`src/rtl/io_bridge_if.sv`:
```
// io_bridge_if
//
// Peripheral-side bus of io_bridge: one latched request/response port fanned
// out to NUM_CHANNELS peripherals.
//
// Signals
//   io_request      bridge -> periph  request, held until the access completes
//   io_write        bridge -> periph  1 = write, 0 = read (valid with io_request)
//   io_channel      bridge -> periph  selected channel (top bits of io_index)
//   io_index        bridge -> periph  full register index inside the window
//   io_write_value  bridge -> periph  write data
//   io_ready        periph -> bridge  per-channel completion strobe
//   io_read_value   periph -> bridge  per-channel read data, channel c at slice c
//
// Modports: master (bridge side), slave (peripheral bank side).
interface io_bridge_if #(
    parameter int IO_DATA_WIDTH = 16,
    parameter int INDEX_BITS    = 7,
    parameter int NUM_CHANNELS  = 4,
    parameter int CH_BITS       = (NUM_CHANNELS > 1) ? $clog2(NUM_CHANNELS) : 1
);
    logic                                  io_request;
    logic                                  io_write;
    logic [CH_BITS-1:0]                    io_channel;
    logic [INDEX_BITS-1:0]                 io_index;
    logic [IO_DATA_WIDTH-1:0]              io_write_value;
    logic [NUM_CHANNELS-1:0]               io_ready;
    logic [NUM_CHANNELS*IO_DATA_WIDTH-1:0] io_read_value;

    modport master (
        output io_request, io_write, io_channel, io_index, io_write_value,
        input  io_ready, io_read_value
    );

    modport slave (
        input  io_request, io_write, io_channel, io_index, io_write_value,
        output io_ready, io_read_value
    );
endinterface

```
`src/rtl/io_bridge.sv`:
```
// io_bridge
//
// Memory-mapped I/O bridge between the lisp_core data port, the data RAM and
// a bank of peripheral channels. Addresses whose bits [15:INDEX_BITS] equal
// IO_BASE are forwarded to a peripheral over a request/ready handshake; the
// core is stalled until the peripheral answers or a timeout expires, and the
// captured read data is returned the cycle after the completing (RESP) cycle.
// All other addresses pass straight through to the RAM with no added latency.
//
// Ports
//   clk, reset_n        clock, asynchronous active-low reset
//   core_address        core data address
//   core_write_value    core write data
//   core_write_enable   core write strobe
//   core_read_value     read data to core (capture register or RAM data)
//   core_stall          core must hold its current access
//   mem_read_value      synchronous RAM read data
//   mem_write_enable    RAM write strobe, suppressed for I/O addresses
//   io                  peripheral bus (io_bridge_if master)
//   io_timeout          one-cycle pulse in the WAIT cycle that times out
//   timeout_count       saturating count of timeouts
module io_bridge #(
    parameter int                    WORD_SIZE      = 20,
    parameter int                    IO_DATA_WIDTH  = 16,
    parameter int                    INDEX_BITS     = 7,
    parameter logic [15-INDEX_BITS:0] IO_BASE       = 9'h1FF,
    parameter int                    NUM_CHANNELS   = 4,
    parameter int                    TIMEOUT_CYCLES = 15,
    parameter logic [WORD_SIZE-1:0]  ERROR_VALUE    = '1
) (
    input  logic                 clk,
    input  logic                 reset_n,
    input  logic [WORD_SIZE-1:0] core_address,
    input  logic [WORD_SIZE-1:0] core_write_value,
    input  logic                 core_write_enable,
    output logic [WORD_SIZE-1:0] core_read_value,
    output logic                 core_stall,
    input  logic [WORD_SIZE-1:0] mem_read_value,
    output logic                 mem_write_enable,
    io_bridge_if.master          io,
    output logic                 io_timeout,
    output logic [7:0]           timeout_count
);
    localparam int CH_BITS  = (NUM_CHANNELS > 1) ? $clog2(NUM_CHANNELS) : 1;
    localparam int CNT_BITS = (TIMEOUT_CYCLES > 1) ? $clog2(TIMEOUT_CYCLES + 1) : 1;

    typedef enum logic [1:0] {IDLE, WAIT, RESP} state_t;

    state_t                   state, state_next;
    logic [INDEX_BITS-1:0]    index_q;
    logic                     write_q;
    logic [IO_DATA_WIDTH-1:0] write_value_q;
    logic [WORD_SIZE-1:0]     capture_q;
    logic [CNT_BITS-1:0]      wait_cnt;
    logic                     request_q;
    logic                     last_io;

    logic                     hit;
    logic [CH_BITS-1:0]       new_channel;
    logic                     bad_channel;
    logic                     ready_sel;
    logic [IO_DATA_WIDTH-1:0] read_sel;
    logic                     latch_req;
    logic                     cap_load;
    logic [WORD_SIZE-1:0]     cap_value;
    logic                     cnt_clear;

    // Address bits above the 16-bit window and write data above the
    // peripheral width carry no meaning for this block.
    logic unused_bits;
    assign unused_bits = &{1'b0, core_address[WORD_SIZE-1:16],
                           core_write_value[WORD_SIZE-1:IO_DATA_WIDTH]};

    assign hit              = (core_address[15:INDEX_BITS] == IO_BASE);
    assign new_channel      = core_address[INDEX_BITS-1 -: CH_BITS];
    assign bad_channel      = ({1'b0, new_channel} >= (CH_BITS+1)'(NUM_CHANNELS));
    assign mem_write_enable = core_write_enable & ~hit;
    assign core_stall       = ((state == IDLE) & hit) | (state == WAIT);
    assign core_read_value  = last_io ? capture_q : mem_read_value;

    assign io.io_request     = request_q;
    assign io.io_write       = write_q;
    assign io.io_index       = index_q;
    assign io.io_channel     = index_q[INDEX_BITS-1 -: CH_BITS];
    assign io.io_write_value = write_value_q;

    // Only the latched channel's ready/data are looked at; other channels'
    // strobes are ignored.
    always_comb begin
        ready_sel = 1'b0;
        read_sel  = '0;
        for (int c = 0; c < NUM_CHANNELS; c++) begin
            if (io.io_channel == CH_BITS'(c)) begin
                ready_sel = io.io_ready[c];
                read_sel  = io.io_read_value[c*IO_DATA_WIDTH +: IO_DATA_WIDTH];
            end
        end
    end

    always_ff @(posedge clk or negedge reset_n) begin
        if (!reset_n) state <= IDLE;
        else          state <= state_next;
    end

    // NOTE: every signal written here gets a default first, so no path
    // through the case leaves one unassigned and no latch is inferred.
    // io_timeout is decoded here rather than registered so the pulse lands in
    // the last WAIT cycle and is suppressed when ready arrives in that cycle.
    always_comb begin
        state_next = state;
        latch_req  = 1'b0;
        cap_load   = 1'b0;
        cap_value  = capture_q;
        cnt_clear  = 1'b0;
        io_timeout = 1'b0;
        case (state)
            IDLE: begin
                if (hit) begin
                    latch_req = 1'b1;
                    if (bad_channel) begin
                        state_next = RESP;
                        cap_load   = 1'b1;
                        cap_value  = ERROR_VALUE;
                    end else begin
                        state_next = WAIT;
                        cnt_clear  = 1'b1;
                    end
                end
            end
            WAIT: begin
                if (ready_sel) begin
                    state_next = RESP;
                    if (!write_q) begin
                        cap_load  = 1'b1;
                        cap_value = WORD_SIZE'(read_sel);
                    end
                end else if (wait_cnt == CNT_BITS'(TIMEOUT_CYCLES - 1)) begin
                    state_next = RESP;
                    cap_load   = 1'b1;
                    cap_value  = ERROR_VALUE;
                    io_timeout = 1'b1;
                end
            end
            RESP:    state_next = IDLE;
            default: state_next = IDLE;
        endcase
    end

    // NOTE: sequential state uses non-blocking assignments so every register
    // samples the pre-edge values regardless of statement order.
    always_ff @(posedge clk or negedge reset_n) begin
        if (!reset_n) begin
            index_q       <= '0;
            write_q       <= 1'b0;
            write_value_q <= '0;
            capture_q     <= '0;
            wait_cnt      <= '0;
            request_q     <= 1'b0;
            last_io       <= 1'b0;
            timeout_count <= '0;
        end else begin
            if (latch_req) begin
                index_q       <= core_address[INDEX_BITS-1:0];
                write_q       <= core_write_enable;
                write_value_q <= core_write_value[IO_DATA_WIDTH-1:0];
            end
            if (cap_load) capture_q <= cap_value;
            if (cnt_clear)           wait_cnt <= '0;
            else if (state == WAIT)  wait_cnt <= wait_cnt + 1'b1;
            request_q <= (state_next == WAIT);
            last_io   <= (state == RESP);
            if (io_timeout && timeout_count != 8'hFF)
                timeout_count <= timeout_count + 8'd1;
        end
    end
endmodule
```
`src/flat_wrapper.sv`:
```
// flat-port wrapper written by rule: the top's interface ports become plain ports
module io_bridge_flat 
#(
    parameter int                    WORD_SIZE      = 20,
    parameter int                    IO_DATA_WIDTH  = 16,
    parameter int                    INDEX_BITS     = 7,
    parameter logic [15-INDEX_BITS:0] IO_BASE       = 9'h1FF,
    parameter int                    NUM_CHANNELS   = 4,
    parameter int                    TIMEOUT_CYCLES = 15,
    parameter logic [WORD_SIZE-1:0]  ERROR_VALUE    = '1
)
  (clk, reset_n, core_address, core_write_value, core_write_enable, core_read_value, core_stall, mem_read_value, mem_write_enable, io_timeout, timeout_count, io_io_request, io_io_write, io_io_channel, io_io_index, io_io_write_value, io_io_ready, io_io_read_value);
  io_bridge_if #(.IO_DATA_WIDTH(IO_DATA_WIDTH), .INDEX_BITS(INDEX_BITS), .NUM_CHANNELS(NUM_CHANNELS)) io_i ();
  input  logic clk;
  input  logic reset_n;
  input  logic [WORD_SIZE-1:0] core_address;
  input  logic [WORD_SIZE-1:0] core_write_value;
  input  logic core_write_enable;
  output logic [WORD_SIZE-1:0] core_read_value;
  output logic core_stall;
  input  logic [WORD_SIZE-1:0] mem_read_value;
  output logic mem_write_enable;
  output logic io_timeout;
  output logic [7:0] timeout_count;
  output wire logic [$bits(io_i.io_request)-1:0] io_io_request;
  output wire logic [$bits(io_i.io_write)-1:0] io_io_write;
  output wire logic [$bits(io_i.io_channel)-1:0] io_io_channel;
  output wire logic [$bits(io_i.io_index)-1:0] io_io_index;
  output wire logic [$bits(io_i.io_write_value)-1:0] io_io_write_value;
  input wire logic [$bits(io_i.io_ready)-1:0] io_io_ready;
  input wire logic [$bits(io_i.io_read_value)-1:0] io_io_read_value;
  assign io_io_request = io_i.io_request;
  assign io_io_write = io_i.io_write;
  assign io_io_channel = io_i.io_channel;
  assign io_io_index = io_i.io_index;
  assign io_io_write_value = io_i.io_write_value;
  assign io_i.io_ready = io_io_ready;
  assign io_i.io_read_value = io_io_read_value;
  io_bridge #(.WORD_SIZE(WORD_SIZE), .IO_DATA_WIDTH(IO_DATA_WIDTH), .INDEX_BITS(INDEX_BITS), .IO_BASE(IO_BASE), .NUM_CHANNELS(NUM_CHANNELS), .TIMEOUT_CYCLES(TIMEOUT_CYCLES), .ERROR_VALUE(ERROR_VALUE)) u_core (.clk(clk), .reset_n(reset_n), .core_address(core_address), .core_write_value(core_write_value), .core_write_enable(core_write_enable), .core_read_value(core_read_value), .core_stall(core_stall), .mem_read_value(mem_read_value), .mem_write_enable(mem_write_enable), .io(io_i), .io_timeout(io_timeout), .timeout_count(timeout_count));
endmodule
```
`config.mk`:
```
export PLATFORM = sky130hd
export DESIGN_NAME = io_bridge_flat
export DESIGN_NICKNAME = d
export VERILOG_FILES = /design/src/rtl/io_bridge_if.sv /design/src/rtl/io_bridge.sv /design/src/flat_wrapper.sv
export SDC_FILE = /design/constraint.sdc
export NUM_CORES = 1
export LEC_CHECK = 0
export BUFFER_PORTS_ARGS = -buffer_cell sky130_fd_sc_hd__buf_2
export CORE_ASPECT_RATIO = 0.8
export CORE_MARGIN = 5
export CORE_UTILIZATION = 45
export DETAILED_ROUTE_END_ITERATION = 16
export GPL_TIMING_DRIVEN = 1
export PLACE_DENSITY = 0.89
export SLEW_MARGIN = 20
export SYNTH_ARGS = -nofsm -noshare
export SYNTH_HDL_FRONTEND = slang
export SYNTH_SLANG_ARGS = --single-unit
```
`constraint.sdc`:
```
create_clock -name clk -period 6.2 [get_ports clk]
set_clock_uncertainty 0.05 [all_clocks]
set_input_delay 1.86 -clock clk [delete_from_list [all_inputs] [get_ports clk]]
set_output_delay 1.86 -clock clk [all_outputs]
set_load 0.01 [all_outputs]
```
==> results of run 1 <==
## flip-flops by register name, indices dropped and copies added (netlist names)
signal and count:
u_core.last_io 1, u_core.io.io_request 1, u_core.timeout_count 8, u_core.capture_q 17, u_core.io.io_write 1, u_core.wait_cnt 4, u_core.state 2, u_core.io.io_write_value 16
u_core.io.io_index 7
## report_power, final
part	switching, mW	internal (mW)
combinational	0.0675	0.0775
sequential	0.0230	0.397
clock	0.140	0.243
total	0.230	0.718
## final timing paths
kind | startpoint | endpoint | slack, ns | cells past startpoint
max | io_io_ready[3] | io_timeout | 1.19 | 4
min | u_core.state[0] | u_core.last_io | 0.44 | 1
max reg2reg | u_core.io.io_index[5] | u_core.capture_q[6] | 3.31 | 4
min reg2reg | u_core.state[0] | u_core.last_io | 0.44 | 1
max in group asynchronous | reset_n | u_core.wait_cnt[0] | 4.00 | 2
min in group asynchronous | reset_n | u_core.capture_q[12] | 1.62 | 2
## stage by stage
| stage | cell area, µm² | hold WS (ns) | instances | total power [mW] |
|---|---|---|---|---|
| finish | 4190 | 0.435 | 516 | 0.948 |
| floorplan | 3030 | 0.390 | 251 | 0.495 |
| detailed placement | 3980 | 0.427 | 502 | 0.572 |
| CTS | 4190 | 0.439 | 516 | 0.957 |
| global route | 4190 | 0.465 | 516 | 0.990 |
| global placement | 3970 | 0.416 | 502 | 0.562 |
## cells in the mapped netlist (2+ instances only)
cell / n
o21ai_0: 6
xnor2_1: 4
nand4_1: 2
clkbuf_1: 8
and3_1: 2
ha_1: 3
mux2i_1: 2
nor2b_1: 4
nand3_1: 6
buf_4: 4
a21oi_1: 17
a31oi_1: 2
a21o_1: 2
buf_6: 2
mux4_1: 4
xor2_1: 3
nand2_1: 11
inv_1: 5
mux2_2: 40
dfrtp_1: 57
mux4_2: 13
nor2_1: 41
## logic make-up after synthesis
| kind of cell | synth area share [%] |
|---|---|
| buffers and inverters | 3.64 |
| multiplexers | 28.7 |
| flip-flops | 47.1 |
| AO/OA/AOI/OAI | 6.49 |
| AND/OR/NAND/NOR | 10.8 |
| XOR/XNOR | 2.02 |
| adder cells (fa/ha/maj) | 1.24 |
## layout by cell type, fill, tap and decap left out, types with 2 or more instances in the layout
master,count
mux2_2,40
a21oi_1,17
xnor2_1,4
nand3_1,6
bufinv_16,2
mux4_2,13
a31oi_1,2
buf_2,180
ha_1,3
a21o_1,2
clkbuf_8,11
and3_1,2
nand2_1,11
o21ai_0,6
nand4_1,2
nor2_1,41
buf_4,3
mux4_1,4
inv_1,5
xor2_1,3
dfrtp_1,57
nor2b_1,4
## layer usage
metal	GRT usage, %	vias to the layer above
met4	4.71	0
met2	38.0	100
li1	-	1259
met5	0	-
met1	25.3	1305
met3	7.87	9
## cell type report
class	instances	area, µm²
Fill cell	519	2280
Multi-Input combinational cell	173	1500
Sequential cell	57	1430
Timing Repair Buffer	183	923
Clock buffer	11	151
Tap cell	84	105
Clock inverter	3	65.1
Inverter	5	18.8
==> summary.md, run 1 <==
| Metric | Value |
|---|---|
| Status | `completed` |
| Top sig layer | `met4` |
| Top-level I/O count | `roughly 190` |
| Crit path max-delay family | `multiplexers` |
| Die X | `between 100 and 150 µm` |
| Final net count | `roughly 560` |
| TritonRoute pass-1 iters | `4` |
| Post-CTS setup buffer count | `0` |
| Worst-Skew Late Latency | `around 0.33 ns` |
| Data required time at the worst endpoint | `4.29 ns` |
| Main synth FF type | `dfrtp_1` |
| Max-cap violations | `0` |
| Dominant cells by area after synthesis | `dfrtp_1, mux2_2, mux4_2, nor2_1, mux4_1` |
| CP Launch Type | `primary input` |
| Post-Syn Nets | `between 300 and 400` |
| Core ar. | `approximately 6500 µm²` |
| Critical path's largest stage delay | `a little under 0.6 ns` |
| Final Hold Violating Endpoints | `0` |
| DR WL met2 | `4810 µm` |
| Num rows | `26` |
| CTS tree | `done` |
| PnR worst setup slack | `between 1 and 1.5 ns` |
| CTS root buffer | `clkbuf_8` |
| DIE AREA | `~8500 µm²` |
| FF+latch count, synth | `57` |
| Antenna Cells | `0` |
| Met1 WL | `between 3000 and 4000 µm` |
| Final core occ | `64.7%` |
| DR WL met3 | `about 670 µm` |
| H-tree Lvls | `3` |
| IO buf count | `180` |
| First-pass GRT wire length | `approximately 14000 µm` |
| Fmax | `approximately 0.20 GHz` |
| Post-CTS Resized | `0` |
| Synth Cell Area | `around 3000 µm²` |
| Worst VDD drop | `about 130 µV` |
| Placement Setup Slack | `1.18 ns` |
| HPWL after DPL | `just over 7000 µm` |
| Fin. max-slew vios | `0` |
| Tcrit/Tclk final | `between 80% and 90%` |
| Post-DRT Antenna Nets | `0` |
| Crit path time final | `5.01 ns` |
| Number of synthesized flops with an enable pin | `0` |
| Area leader, netlist | `dfrtp_1` |
| Clock transition at path regs | `~0.06 ns` |
| Final RePlAce weighted congestion | `between 0.9 and 1` |
| Grt ovf | `0` |
| CP endpoint kind | `output pin` |
| Hold Path Class | `flip-flop to flip-flop` |
| Synth cell types | `35` |
| RSZ-0062 raised after global routing | `false` |
| Yosys Warn Count | `0` |
| CP most frequent cell | `buf_2` |
| Ys async rst share | `100%` |
| CTS Buf Count | `9` |
| Worst path bufs/invs | `2` |
| Final WL | `~9100 µm` |
| Top-area cell type share of the netlist area | `a little under half` |
| Vias in the first global route | `between 2k and 3k` |
| Static Leakage | `2.23 nW` |
| Largest net degree at the start of global routing | `between 50 and 60` |
| Rel. slew slack | `a little under a third` |
| Area delta synth->final | `38.4%` |
| Sequential share of the synthesized area | `a little under half` |
| Hold_buf cts | `0` |
| All-layer global routing usage | `a little over a fifth` |
| Initial Utilization | `a little under half` |
| WP data arrival | `a little over 3 ns` |
| Final setup viols | `0` |
| DRC violations left | `0` |
| Crit-path max FO | `7` |
| Routed len/inst | `17.7 µm` |
| DR iter-0 viols | `110` |
| Clk sinks | `57` |
| Die height | `83.4 µm` |
| Vias per inst | `roughly 5.2` |
| Syn avg cell area | `12.1 µm²` |
| Via Count | `2673` |
| Initial antenna violation count | `0` |
| CP Cell Sequence | `buf_2, mux4_2, nor3_1, buf_2` |
| Share of layout cells above drive strength 1 | `between 50% and 60%` |
| Total negative slack | `0 ns` |
| Cell Pwr Density | `226 nW/µm²` |
| Worst-Margin Slew | `1.03 ns` |
| Slowest cell on crit path | `mux4_2` |
| Clock tree buffer depth | `2` |
| Crit Path Category | `primary input to output pin` |
| Post-Syn Instances | `251` |
No activity file was read; power rests on OpenSTA's default activity.
==> inputs of run 2 (changes only) <==
--- a/config.mk
+++ b/config.mk
@@ -5,13 +5,14 @@
 export SDC_FILE = /design/constraint.sdc
 export NUM_CORES = 1
 export LEC_CHECK = 0
+export ABC_AREA = 1
 export BUFFER_PORTS_ARGS = -buffer_cell sky130_fd_sc_hd__buf_2
 export CORE_ASPECT_RATIO = 0.8
 export CORE_MARGIN = 5
 export CORE_UTILIZATION = 45
 export DETAILED_ROUTE_END_ITERATION = 16
 export GPL_TIMING_DRIVEN = 1
-export PLACE_DENSITY = 0.89
+export PLACE_DENSITY = 0.86
 export SLEW_MARGIN = 20
 export SYNTH_ARGS = -nofsm -noshare
 export SYNTH_HDL_FRONTEND = slang
==> constraint.sdc (replaced) <==
create_clock -name clk -period 5.2 [get_ports clk]
set_clock_uncertainty 0.05 [all_clocks]
set_input_delay 1.56 -clock clk [delete_from_list [all_inputs] [get_ports clk]]
set_output_delay 1.56 -clock clk [all_outputs]
set_load 0.01 [all_outputs]
==> summary.md, run 2 <==
| Metric | Value |
|---|---|
| H-tree Lvls | `3 (unchanged)` |
| Largest net degree at the start of global routing | `58 (unchanged)` |
| Max-cap violations | `0 (unchanged)` |
| Final WL | `9430 µm (+3.5%)` |
| Core ar. | `7320 µm² (+13%)` |
| CP endpoint kind | `output pin` |
| DP Area | `4240 µm² (+6.6%)` |
| Sequential share of the synthesized area | `42.6% (-4.5 points)` |
| Synth Cell Area | `3340 µm² (+10%)` |
| Die height | `87.1 µm (+4.5%)` |
| Crit-path max FO | `2 (-5)` |
| Cell Pwr Density | `263 nW/µm² (+16%)` |
| Slowest cell on crit path | `nor3_1` |
| CTS tree | `done` |
| Post-CTS setup buffer count | `0 (unchanged)` |
| Tcrit/Tclk final | `77.3%` |
| Top-level I/O count | `189 (unchanged)` |
| TritonRoute pass-1 iters | `5 (+1)` |
| Data required time at the worst endpoint | `3.59 ns (-0.70 ns)` |
| Initial Utilization | `45.7% (-1.1 points)` |
| Clk sinks | `57 (unchanged)` |
| Vias in the first global route | `3480 (+18%)` |
| Fmax | `roughly 0.25 GHz` |
| Worst Hold Launch | `u_core.state[0]` |
| CP Cell Sequence | `buf_2, nand2_1, inv_1, nand2_1, nor3_1, nand2_1, nand2_1, buf_2` |
| IO buf count | `180 (unchanged)` |
| Area delta synth->final | `33.3%` |
| Worst VDD drop | `192 µV (+45%)` |
| Status | `completed` |
| HPWL after DPL | `7280 µm (+0.81%)` |
| Routed len/inst | `13.5 µm (-23%)` |
| Commonest non-fill, non-tap cell in the layout | `buf_2` |
| WP data arrival | `2.41 ns (-0.69 ns)` |
| CP Launch Type | `primary input` |
| Crit path max-delay family | `simple AND/OR/NAND/NOR gates` |
| Crit path time final | `roughly 4 ns` |
| Initial antenna violation count | `0 (unchanged)` |
| DR iter-0 viols | `121 (+10%)` |
| Number of synthesized flops with an enable pin | `0 (unchanged)` |
| Post-Syn Nets | `568 (+48%)` |
| Num rows | `28 (+7.7%)` |
| Largest Register | `u_core.capture_q` |
| Synth top cells by count | `nand2_1, dfrtp_1, nand3_1` |
| Final core occ | `60.9% (-3.9 points)` |
| Syn avg cell area | `7.71 µm² (-36%)` |
| Post-Syn Instances | `434 (+73%)` |
| First-pass GRT wire length | `15600 µm (+8.3%)` |
| Grt ovf | `0 (unchanged)` |
| Final setup viols | `0 (unchanged)` |
| Post-Layout Inst Area | `4460 µm² (+6.3%)` |
| Main synth FF type | `dfrtp_1` |
| FF+latch count, synth | `57 (unchanged)` |
| Worst-Skew Late Latency | `0.32 ns (about the same)` |
| Worst-Margin Slew | `0.933 ns (-0.0937 ns)` |
| Yosys Warn Count | `0 (unchanged)` |
| Share of layout cells above drive strength 1 | `38.4% (-21 points)` |
| Final net count | `737 (+31%)` |
| Hold_buf cts | `0 (unchanged)` |
| DRC violations left | `0 (unchanged)` |
| Top-area cell type share of the netlist area | `42.6% (-4.5 points)` |
| Hold Path Class | `flip-flop to flip-flop` |
| Final RePlAce weighted congestion | `0.838 (-7.0%)` |
| Total negative slack | `0 ns (unchanged)` |
| All-layer global routing usage | `20.8% (-0.91 points)` |
| Ys async rst share | `100% (unchanged)` |
| Clock tree buffer depth | `2 (unchanged)` |
| Area leader, netlist | `dfrtp_1` |
| Worst path bufs/invs | `3 (+1)` |
| Vias per inst | `4.99 (-3.7%)` |
| Post-CTS Resized | `0 (unchanged)` |
| CTS root buffer | `clkbuf_8` |
| Synth cell types | `29 (-17%)` |
| Crit Path Category | `primary input to output pin` |
| Most frequent cells in the layout | `buf_2, nand2_1, dfrtp_1` |
| RSZ-0062 raised after global routing | `false` |
| Post-DRT Antenna Nets | `0 (unchanged)` |
| Fin. max-slew vios | `0 (unchanged)` |
| Critical path's largest stage delay | `0.26 ns (-0.33 ns)` |
| Final Hold Violating Endpoints | `0 (unchanged)` |
| DIE AREA | `9270 µm² (+9.3%)` |
| Clock transition at path regs | `0.06 ns (about the same)` |
| Most frequent cell after synthesis | `nand2_1` |
| Die X | `106 µm (+4.6%)` |
| Via Count | `3477 (+30%)` |
| R2R setup slack | `2.63 ns (-0.68 ns)` |
| Rel. slew slack | `37.8% (+6.2 points)` |
| Static Leakage | `2.50 nW (+12%)` |
| CP most frequent cell | `nand2_1` |
| Dominant cells by area after synthesis | `dfrtp_1, nand2_1, nand3_1, mux2_2, o21ai_0` |
| Critical path origin | `core_address[14]` |
| Antenna Cells | `0 (unchanged)` |
| CTS Buf Count | `9 (unchanged)` |
| Critical R2R Launch | `u_core.io.io_index[6]` |
| Max reg flops | `17 (unchanged)` |
[run 2: changes by cell type after synthesis, moves of 15 or more]
cell,delta
a21oi_1,-16
nand4_1,+15
nor2_1,-35
o21ai_0,+19
nand3_1,+38
nand2_1,+164
mux2_2,-24
[run 2: logic make-up (layout without fill, tap and decap cells)]
logic type | Yosys count | count (layout) | share of synthesized area, %
xor+xnor | 8 | 8 | 2.10
flops | 57 | 57 | 42.6
fa+ha+maj | 3 | 3 | 1.12
simple gates | 270 | 270 | 36.9
buf+inv | 44 | 217 | 6.36
mux | 16 | 16 | 5.39
compound gates | 36 | 36 | 5.46
[run 2: final cells by class]
| cell class | instances | area [µm²] |
|---|---|---|
| clock buffers | 10 | 138 |
| fillers | 622 | 2870 |
| clock inverters | 5 | 80.1 |
| multi-input cells | 333 | 1710 |
| inverters | 19 | 71.3 |
| well taps | 90 | 113 |
| repair buffers | 183 | 923 |
| flip-flops and latches | 57 | 1430 |
[run 2: metrics by stage]
stage	hold WS [ns]	power (mW)	cells	setup slack, ns
floorplan	0.373	0.635	434	1.41
global placement	0.379	0.719	682	1.19
detailed placement	0.398	0.731	682	1.18
CTS	0.409	1.19	697	1.18
global route	0.447	1.25	697	1.03
finish	0.404	1.17	697	1.18
[run 2: path summary, 6_finish.rpt]
check	endpoint	cells after the start
min in group asynchronous	u_core.state[1]	2
min reg2reg	u_core.last_io	1
max reg2reg	u_core.capture_q[14]	6
max in group asynchronous	u_core.capture_q[2]	2
min	u_core.last_io	1
max	core_stall	8
[run 2: power breakdown]
group          internal (mW)  total, mW  switching, mW  leakage (nW)
registers              0.471      0.497         0.0253         0.764
logic                  0.101      0.225          0.124          1.63
clock network          0.279      0.450          0.171         0.104
[run 2: routing by layer]
layer	up-vias	global-route usage, %	wire [µm]
li1	1752	-	-
met1	1564	25.8	4070
met2	152	35.4	4380
met3	9	6.89	882
met4	0	5.06	103
met5	-	0	0
